$ cat src/rtl/fifo_burst_pkg.sv
// Shared types for the FIFO burst reader.
package fifo_burst_pkg;

  typedef enum logic [1:0] {
    IDLE,
    WAIT,
    DRAIN
  } state_t;

  // Beats that may be outstanding at once (output buffer slots).
  localparam int unsigned OBUF_DEPTH = 2;

endpackage

$ cat src/rtl/fifo_burst_obuf.sv
// Two-entry valid/ready output buffer for the burst reader.
module fifo_burst_obuf #(
  parameter int unsigned DATA_W = 8
) (
  input  logic              clk,
  input  logic              rst,
  input  logic              push,
  input  logic [DATA_W-1:0] push_data,
  input  logic              push_last,
  input  logic              out_ready,
  output logic              out_valid,
  output logic [DATA_W-1:0] out_data,
  output logic              out_last,
  output logic [1:0]        cnt
);

  typedef struct packed {
    logic [DATA_W-1:0] data;
    logic              last;
  } beat_t;

  beat_t      slot_q [2];
  beat_t      slot_d [2];
  logic       wptr_q, wptr_d;
  logic       rptr_q, rptr_d;
  logic [1:0] cnt_q, cnt_d;
  logic       pop;

  assign out_valid = (cnt_q != 2'd0);
  assign pop       = out_valid & out_ready;
  assign out_data  = slot_q[rptr_q].data;
  assign out_last  = slot_q[rptr_q].last;
  assign cnt       = cnt_q;

  // On a full buffer with push and pop together, wptr equals rptr: the head
  // is read combinationally this cycle and overwritten at the edge.
  always_comb begin
    slot_d = slot_q;
    wptr_d = wptr_q;
    rptr_d = rptr_q;
    if (push) begin
      slot_d[wptr_q] = '{data: push_data, last: push_last};
      wptr_d         = ~wptr_q;
    end
    if (pop) begin
      rptr_d = ~rptr_q;
    end
    cnt_d = cnt_q + 2'(push) - 2'(pop);
  end

  always_ff @(posedge clk or posedge rst) begin
    if (rst) begin
      slot_q <= '{default: '0};
      wptr_q <= 1'b0;
      rptr_q <= 1'b0;
      cnt_q  <= '0;
    end else begin
      slot_q <= slot_d;
      wptr_q <= wptr_d;
      rptr_q <= rptr_d;
      cnt_q  <= cnt_d;
    end
  end

endmodule

$ cat src/rtl/fifo_burst_reader.sv
// Read-side burst master: drains an async FIFO in bursts onto a valid/ready stream.
module fifo_burst_reader
  import fifo_burst_pkg::*;
#(
  parameter int unsigned DATA_W    = 8,
  parameter int unsigned AW        = 5,
  parameter int unsigned BURST_LEN = 8,
  parameter int unsigned TIMEOUT   = 64
) (
  input  logic              rd_clk,
  input  logic              rd_rst,
  output logic              rd,
  input  logic [DATA_W-1:0] rd_data,
  input  logic              rd_data_vld,
  input  logic              empty,
  input  logic [AW:0]       rd_num,
  output logic              out_valid,
  output logic [DATA_W-1:0] out_data,
  output logic              out_last,
  input  logic              out_ready,
  output logic              busy,
  output logic              err_unexp,
  output logic [15:0]       beat_cnt
);

  localparam int unsigned TW         = (TIMEOUT > 1) ? $clog2(TIMEOUT) : 1;
  localparam logic [AW:0] BURST_N    = (AW + 1)'(BURST_LEN);
  localparam logic [TW-1:0] TIMER_LAST = TW'(TIMEOUT - 1);

  state_t        state_q, state_d;
  logic [TW-1:0] timer_q, timer_d;
  logic [AW:0]   rd_left_q, rd_left_d;
  logic [AW:0]   push_left_q, push_left_d;
  logic          inflight_q, inflight_d;
  logic          err_q, err_d;
  logic [15:0]   beat_cnt_q, beat_cnt_d;

  logic [1:0]    obuf_cnt;
  logic          pop;
  logic          push;
  logic          push_last;
  logic [2:0]    occ;

  assign pop       = out_valid & out_ready;
  assign push      = rd_data_vld & inflight_q;
  assign push_last = (push_left_q == (AW + 1)'(1));
  assign occ       = 3'(obuf_cnt) + 3'(inflight_q) - 3'(pop);

  assign busy      = (state_q != IDLE);
  assign err_unexp = err_q;
  assign beat_cnt  = beat_cnt_q;

  always_comb begin
    state_d     = state_q;
    timer_d     = timer_q;
    rd_left_d   = rd_left_q;
    push_left_d = push_left_q;
    rd          = 1'b0;
    case (state_q)
      IDLE: begin
        timer_d = '0;
        if (rd_num >= BURST_N) begin
          state_d     = DRAIN;
          rd_left_d   = BURST_N;
          push_left_d = BURST_N;
        end else if (rd_num != '0) begin
          state_d = WAIT;
        end
      end
      WAIT: begin
        timer_d = timer_q + 1'b1;
        if (rd_num >= BURST_N) begin
          state_d     = DRAIN;
          rd_left_d   = BURST_N;
          push_left_d = BURST_N;
        end else if (rd_num == '0) begin
          state_d = IDLE;
        end else if (timer_q == TIMER_LAST) begin
          state_d     = DRAIN;
          rd_left_d   = rd_num;
          push_left_d = rd_num;
        end
      end
      DRAIN: begin
        rd = (rd_left_q != '0) && !empty && (occ < 3'(OBUF_DEPTH));
        if (rd) begin
          rd_left_d = rd_left_q - 1'b1;
        end
        if (push) begin
          push_left_d = push_left_q - 1'b1;
        end
        if (pop && out_last) begin
          state_d = IDLE;
          timer_d = '0;
        end
      end
      default: state_d = IDLE;
    endcase
    inflight_d = rd | (inflight_q & ~rd_data_vld);
    err_d      = err_q | (rd_data_vld & ~inflight_q);
    beat_cnt_d = beat_cnt_q + 16'(pop);
  end

  always_ff @(posedge rd_clk or posedge rd_rst) begin
    if (rd_rst) begin
      state_q     <= IDLE;
      timer_q     <= '0;
      rd_left_q   <= '0;
      push_left_q <= '0;
      inflight_q  <= 1'b0;
      err_q       <= 1'b0;
      beat_cnt_q  <= '0;
    end else begin
      state_q     <= state_d;
      timer_q     <= timer_d;
      rd_left_q   <= rd_left_d;
      push_left_q <= push_left_d;
      inflight_q  <= inflight_d;
      err_q       <= err_d;
      beat_cnt_q  <= beat_cnt_d;
    end
  end

  fifo_burst_obuf #(
    .DATA_W(DATA_W)
  ) u_obuf (
    .clk       (rd_clk),
    .rst       (rd_rst),
    .push      (push),
    .push_data (rd_data),
    .push_last (push_last),
    .out_ready (out_ready),
    .out_valid (out_valid),
    .out_data  (out_data),
    .out_last  (out_last),
    .cnt       (obuf_cnt)
  );

endmodule

$ cat config.mk
export PLATFORM = sky130hd
export DESIGN_NAME = fifo_burst_reader
export DESIGN_NICKNAME = d
export VERILOG_FILES = /design/src/rtl/fifo_burst_pkg.sv /design/src/rtl/fifo_burst_obuf.sv /design/src/rtl/fifo_burst_reader.sv
export SDC_FILE = /design/constraint.sdc
export NUM_CORES = 1
export LEC_CHECK = 0
export CORE_ASPECT_RATIO = 1.5
export CORE_MARGIN = 5
export CORE_UTILIZATION = 45
export CTS_CLUSTER_SIZE = 20
export DETAILED_ROUTE_END_ITERATION = 10
export GPL_TIMING_DRIVEN = 0
export PLACE_DENSITY = 0.76
export SYNTH_ARGS = -nofsm -noshare
export SYNTH_HDL_FRONTEND = slang
export SYNTH_SLANG_ARGS = --single-unit
$ cat constraint.sdc
create_clock -name rd_clk -period 7.9 [get_ports rd_clk]
set_input_delay 0.79 -clock rd_clk [delete_from_list [all_inputs] [get_ports rd_clk]]
set_output_delay 0.79 -clock rd_clk [all_outputs]
set_load 0.01 [all_outputs]
==> out/qor_table.md <==
| Item | Reported | Unit |
| --- | --- | --- |
| Sequential area share after synthesis | 48.5 | % |
| Synth area leaders | sky130_fd_sc_hd__dfrtp_1, sky130_fd_sc_hd__mux2_2, sky130_fd_sc_hd__ha_1 | - |
| Area share of the largest cell type after synthesis | 48.5 | % |
| Clk sink count | 60 | - |
| Result of the run | finished clean | - |
| Clock transition at the registers of the reported paths | 0.06 | ns |
| Arrival time at the worst endpoint | 3.74 | ns |
| Length of routed wiring on met1 | 2580 | µm |
| RSZ-0062 raised after global routing | no | - |
| Total of warnings raised by yosys | 0 | - |
| Maximum net fanout on the critical path | 6 | - |
| Type of the worst min-delay path | reg -> reg | - |
| Number of antenna violations at the first check in global routing | 0 | - |
| LEAKAGE | 1.74 | nW |
| Clock Tree Root | sky130_fd_sc_hd__clkbuf_8 | - |
| Most instantiated cells after synthesis | sky130_fd_sc_hd__dfrtp_1, sky130_fd_sc_hd__nand2_1, sky130_fd_sc_hd__mux2_2 | - |
| Flip-flop and latch count after synthesis | 60 | - |
| Average footprint of a synthesized cell | 10.5 | µm² |
| Number of buffers added to fix hold violations after cts | 0 | - |
| Global placement routability congestion | 0.870 | - |
| Count of nets left with antenna violations after detail routing | 0 | - |
| Crit start category | primary input | - |
| Max Used Layer | met4 | - |
| Fin crit share | 57.4 | % |
| Post-synth EDFFs | 0 | - |
| WL/cell | 14.5 | µm |
| Routed length on met3 | 330 | µm |
| Max-slew violation count | 0 | - |
| Starting Density | 45.5 | % |
| Length of the first detailed-routing pass in iterations | 4 | - |
| Die height | 112 | µm |
| Worst IR drop on VDD | 0.176 | mV |
| Mapped cell area | 3090 | µm² |
| Wire length of the first global-routing pass | 10,700 | µm |
| Power density normalized to cell area | 348 | nW/µm² |
| Clock period minus final worst setup slack | 4.53 | ns |
| Final total negative setup slack | 0 | ns |
| Post-CTS Setup Inserts | 0 | - |
| Fmax | 221 | MHz |
| Count of boundary I/O pins | 48 | - |
| Total CTS buffers | 9 | - |
| Total die area | 8670 | µm² |
| Cell area after placement | 3680 | µm² |
| Cell count after synthesis | 296 | - |
| Crit. End Element | primary output | - |
| Total of endpoints with negative setup slack in the final report | 0 | - |
| Post-Syn Nets | 328 | - |
| Worst-Margin Slew | 0.754 | ns |
| Vias per cell | 5.45 | - |
| Fraction of layout cells with a size suffix above 1 | 15.3 | % |
| Post-detailed-placement half-perimeter wirelength | 4680 | µm |
| Area of the core region | 6810 | µm² |
| Netlist cell types | 47 | - |
| Proportion of synthesized flip-flops having asynchronous set or reset | 100 | % |
| Data required time at the worst endpoint | 7.11 | ns |
| Critical path start-end classification | in -> out | - |
| Port Buffer Count | 47 | - |
| Via count | 2,388 | - |
| Fin nets | 387 | - |
| Routed length on met2 | 3250 | µm |
| Post-route cell area | 3920 | µm² |
| Horizontal die dimension | 77.7 | µm |
| Area delta synth->final | 26.6 | % |
| Total congestion overflow after global routing | 0 | - |
| H-Tree Depth | 3 | - |
| Most instantiated flip-flop cell in the synthesis netlist | sky130_fd_sc_hd__dfrtp_1 | - |
| 1st-iter DRT viols | 83 | - |
| Post-CTS Resized | 0 | - |
| Site row count | 37 | - |
| Post-synthesis cell type with the largest combined area | sky130_fd_sc_hd__dfrtp_1 | - |
| Clock tree from TritonCTS | yes | - |
| GRT Total Usage | 15.3 | % |
| Post-detailed-route DRC marker count | 0 | - |
| Maximum Capacitance Violations | 0 | - |
| Final Skew | 0.00335 | ns |
| Maximum number of pins on one net before global-route repair | 33 | - |
| Number of diodes | 0 | - |
| Relative slew slack | 49.4 | % |
| Top-count cell post-synth | sky130_fd_sc_hd__dfrtp_1 | - |
| Vias in the first global route | 2,447 | - |
| Buffer levels on the longest clock path | 2 | - |
| Skew-Pair Late Insertion Delay | 0.34 | ns |
| Endpoints failing hold | 0 | - |
| Overall routed net length | 6340 | µm |
-- where the power goes --
group          total (mW)  internal [mW]  switching, mW
clock               0.320          0.202          0.118
combinational       0.576          0.288          0.288
sequential          0.466          0.399         0.0672
-- kinds of logic after synthesis --
family                   after synthesis  share of synthesized area, %
AND/OR/NAND/NOR                       88                          14.6
AO/OA/AOI/OAI                         63                          13.2
flip-flops                            60                          48.5
buffers and inverters                 27                          3.32
multiplexers                          27                          9.79
XOR/XNOR                              18                          5.09
adder cells (fa/ha/maj)               13                          5.50
-- final timing paths --
path / start / slack, ns / depth (start not counted) / endpoint
min: err_unexp / 0.45 / 1 / err_unexp
max: out_ready / 3.37 / 10 / rd
min reg2reg: err_unexp / 0.45 / 1 / err_unexp
max reg2reg: u_obuf.cnt[1] / 4.92 / 9 / rd_left_q[5]
max in group asynchronous: rd_rst / 6.45 / 3 / beat_cnt[15]
min in group asynchronous: rd_rst / 0.86 / 2 / beat_cnt[11]
-- final cells by class --
| type | instances | area [µm²] |
|---|---|---|
| buffer | 5 | 20.0 |
| fill | 593 | 2890 |
| clock inverter | 4 | 70.1 |
| inverter | 22 | 82.6 |
| sequential | 60 | 1500 |
| clock buffer | 12 | 165 |
| timing repair buffer | 48 | 490 |
| multi-input combinational | 209 | 1490 |
| tap | 78 | 97.6 |
-- registers in the layout, indices dropped and copies added (netlist names) --
| signal | count |
|---|---|
| u_obuf.slot_q | 18 |
| beat_cnt | 16 |
| push_left_q | 6 |
| rd_left_q | 6 |
| timer_q | 6 |
| state_q | 2 |
| u_obuf.cnt | 2 |
| err_unexp | 1 |
| inflight_q | 1 |
| u_obuf.rptr_q | 1 |
| u_obuf.wptr_q | 1 |
-- worst max-delay path, stage by stage --
cell,delay [ns]
sky130_fd_sc_hd__clkdlybuf4s50_1,0.53
sky130_fd_sc_hd__nand3_1,0.13
sky130_fd_sc_hd__o21ai_0,0.16
sky130_fd_sc_hd__nand2_1,0.12
sky130_fd_sc_hd__fa_1,0.39
sky130_fd_sc_hd__xor2_1,0.15
sky130_fd_sc_hd__a311oi_1,0.65
sky130_fd_sc_hd__nand2_1,0.21
sky130_fd_sc_hd__inv_1,0.09
sky130_fd_sc_hd__clkdlybuf4s50_1,0.53
-- per-stage QoR --
step | hold slack (ns) | power (mW) | utilization (%) | cells | setup WS, ns
6_report | 0.454 | 1.36 | 57.6 | 438 | 3.37
3_5_place_dp | 0.447 | 1.05 | 54.1 | 422 | 3.39
2_1_floorplan | 0.444 | 0.839 | - | 296 | 4.78
3_3_place_gp | 0.442 | 1.03 | 53.8 | 421 | 3.43
5_1_grt | 0.488 | 1.46 | 57.6 | 438 | 3.20
4_1_cts | 0.462 | 1.38 | 57.6 | 438 | 3.37
-- per-layer routing --
layer  up-vias  global-route usage (%)
met3        19                    4.69
met4         0                    7.22
met5         -                       0
met1      1141                    16.7
met2        71                    26.5
li1       1157                       -
-- cells in the final DEF, fill, tap and decap left out, types with 2 or more instances in the layout --
cell type,count
sky130_fd_sc_hd__mux2_2,26
sky130_fd_sc_hd__or4_4,2
sky130_fd_sc_hd__o22ai_1,3
sky130_fd_sc_hd__nand3_1,10
sky130_fd_sc_hd__a21bo_2,2
sky130_fd_sc_hd__nand2b_1,6
sky130_fd_sc_hd__a21boi_0,2
sky130_fd_sc_hd__nor3_1,5
sky130_fd_sc_hd__clkbuf_8,12
sky130_fd_sc_hd__xnor2_1,12
sky130_fd_sc_hd__nand2_1,27
sky130_fd_sc_hd__a21oi_1,11
sky130_fd_sc_hd__xor2_1,6
sky130_fd_sc_hd__ha_1,12
sky130_fd_sc_hd__bufinv_16,2
sky130_fd_sc_hd__clkdlybuf4s50_1,47
sky130_fd_sc_hd__nor2_1,18
sky130_fd_sc_hd__clkinv_2,2
sky130_fd_sc_hd__inv_1,20
sky130_fd_sc_hd__o21a_1,2
sky130_fd_sc_hd__a21o_1,3
sky130_fd_sc_hd__or3_1,3
sky130_fd_sc_hd__and2_1,4
sky130_fd_sc_hd__dfrtp_1,60
sky130_fd_sc_hd__clkbuf_1,4
sky130_fd_sc_hd__a31oi_1,2
sky130_fd_sc_hd__and4_1,2
sky130_fd_sc_hd__o31ai_1,6
sky130_fd_sc_hd__nand4_1,4
sky130_fd_sc_hd__o21ai_0,22
No activity file was read; power rests on OpenSTA's default activity.
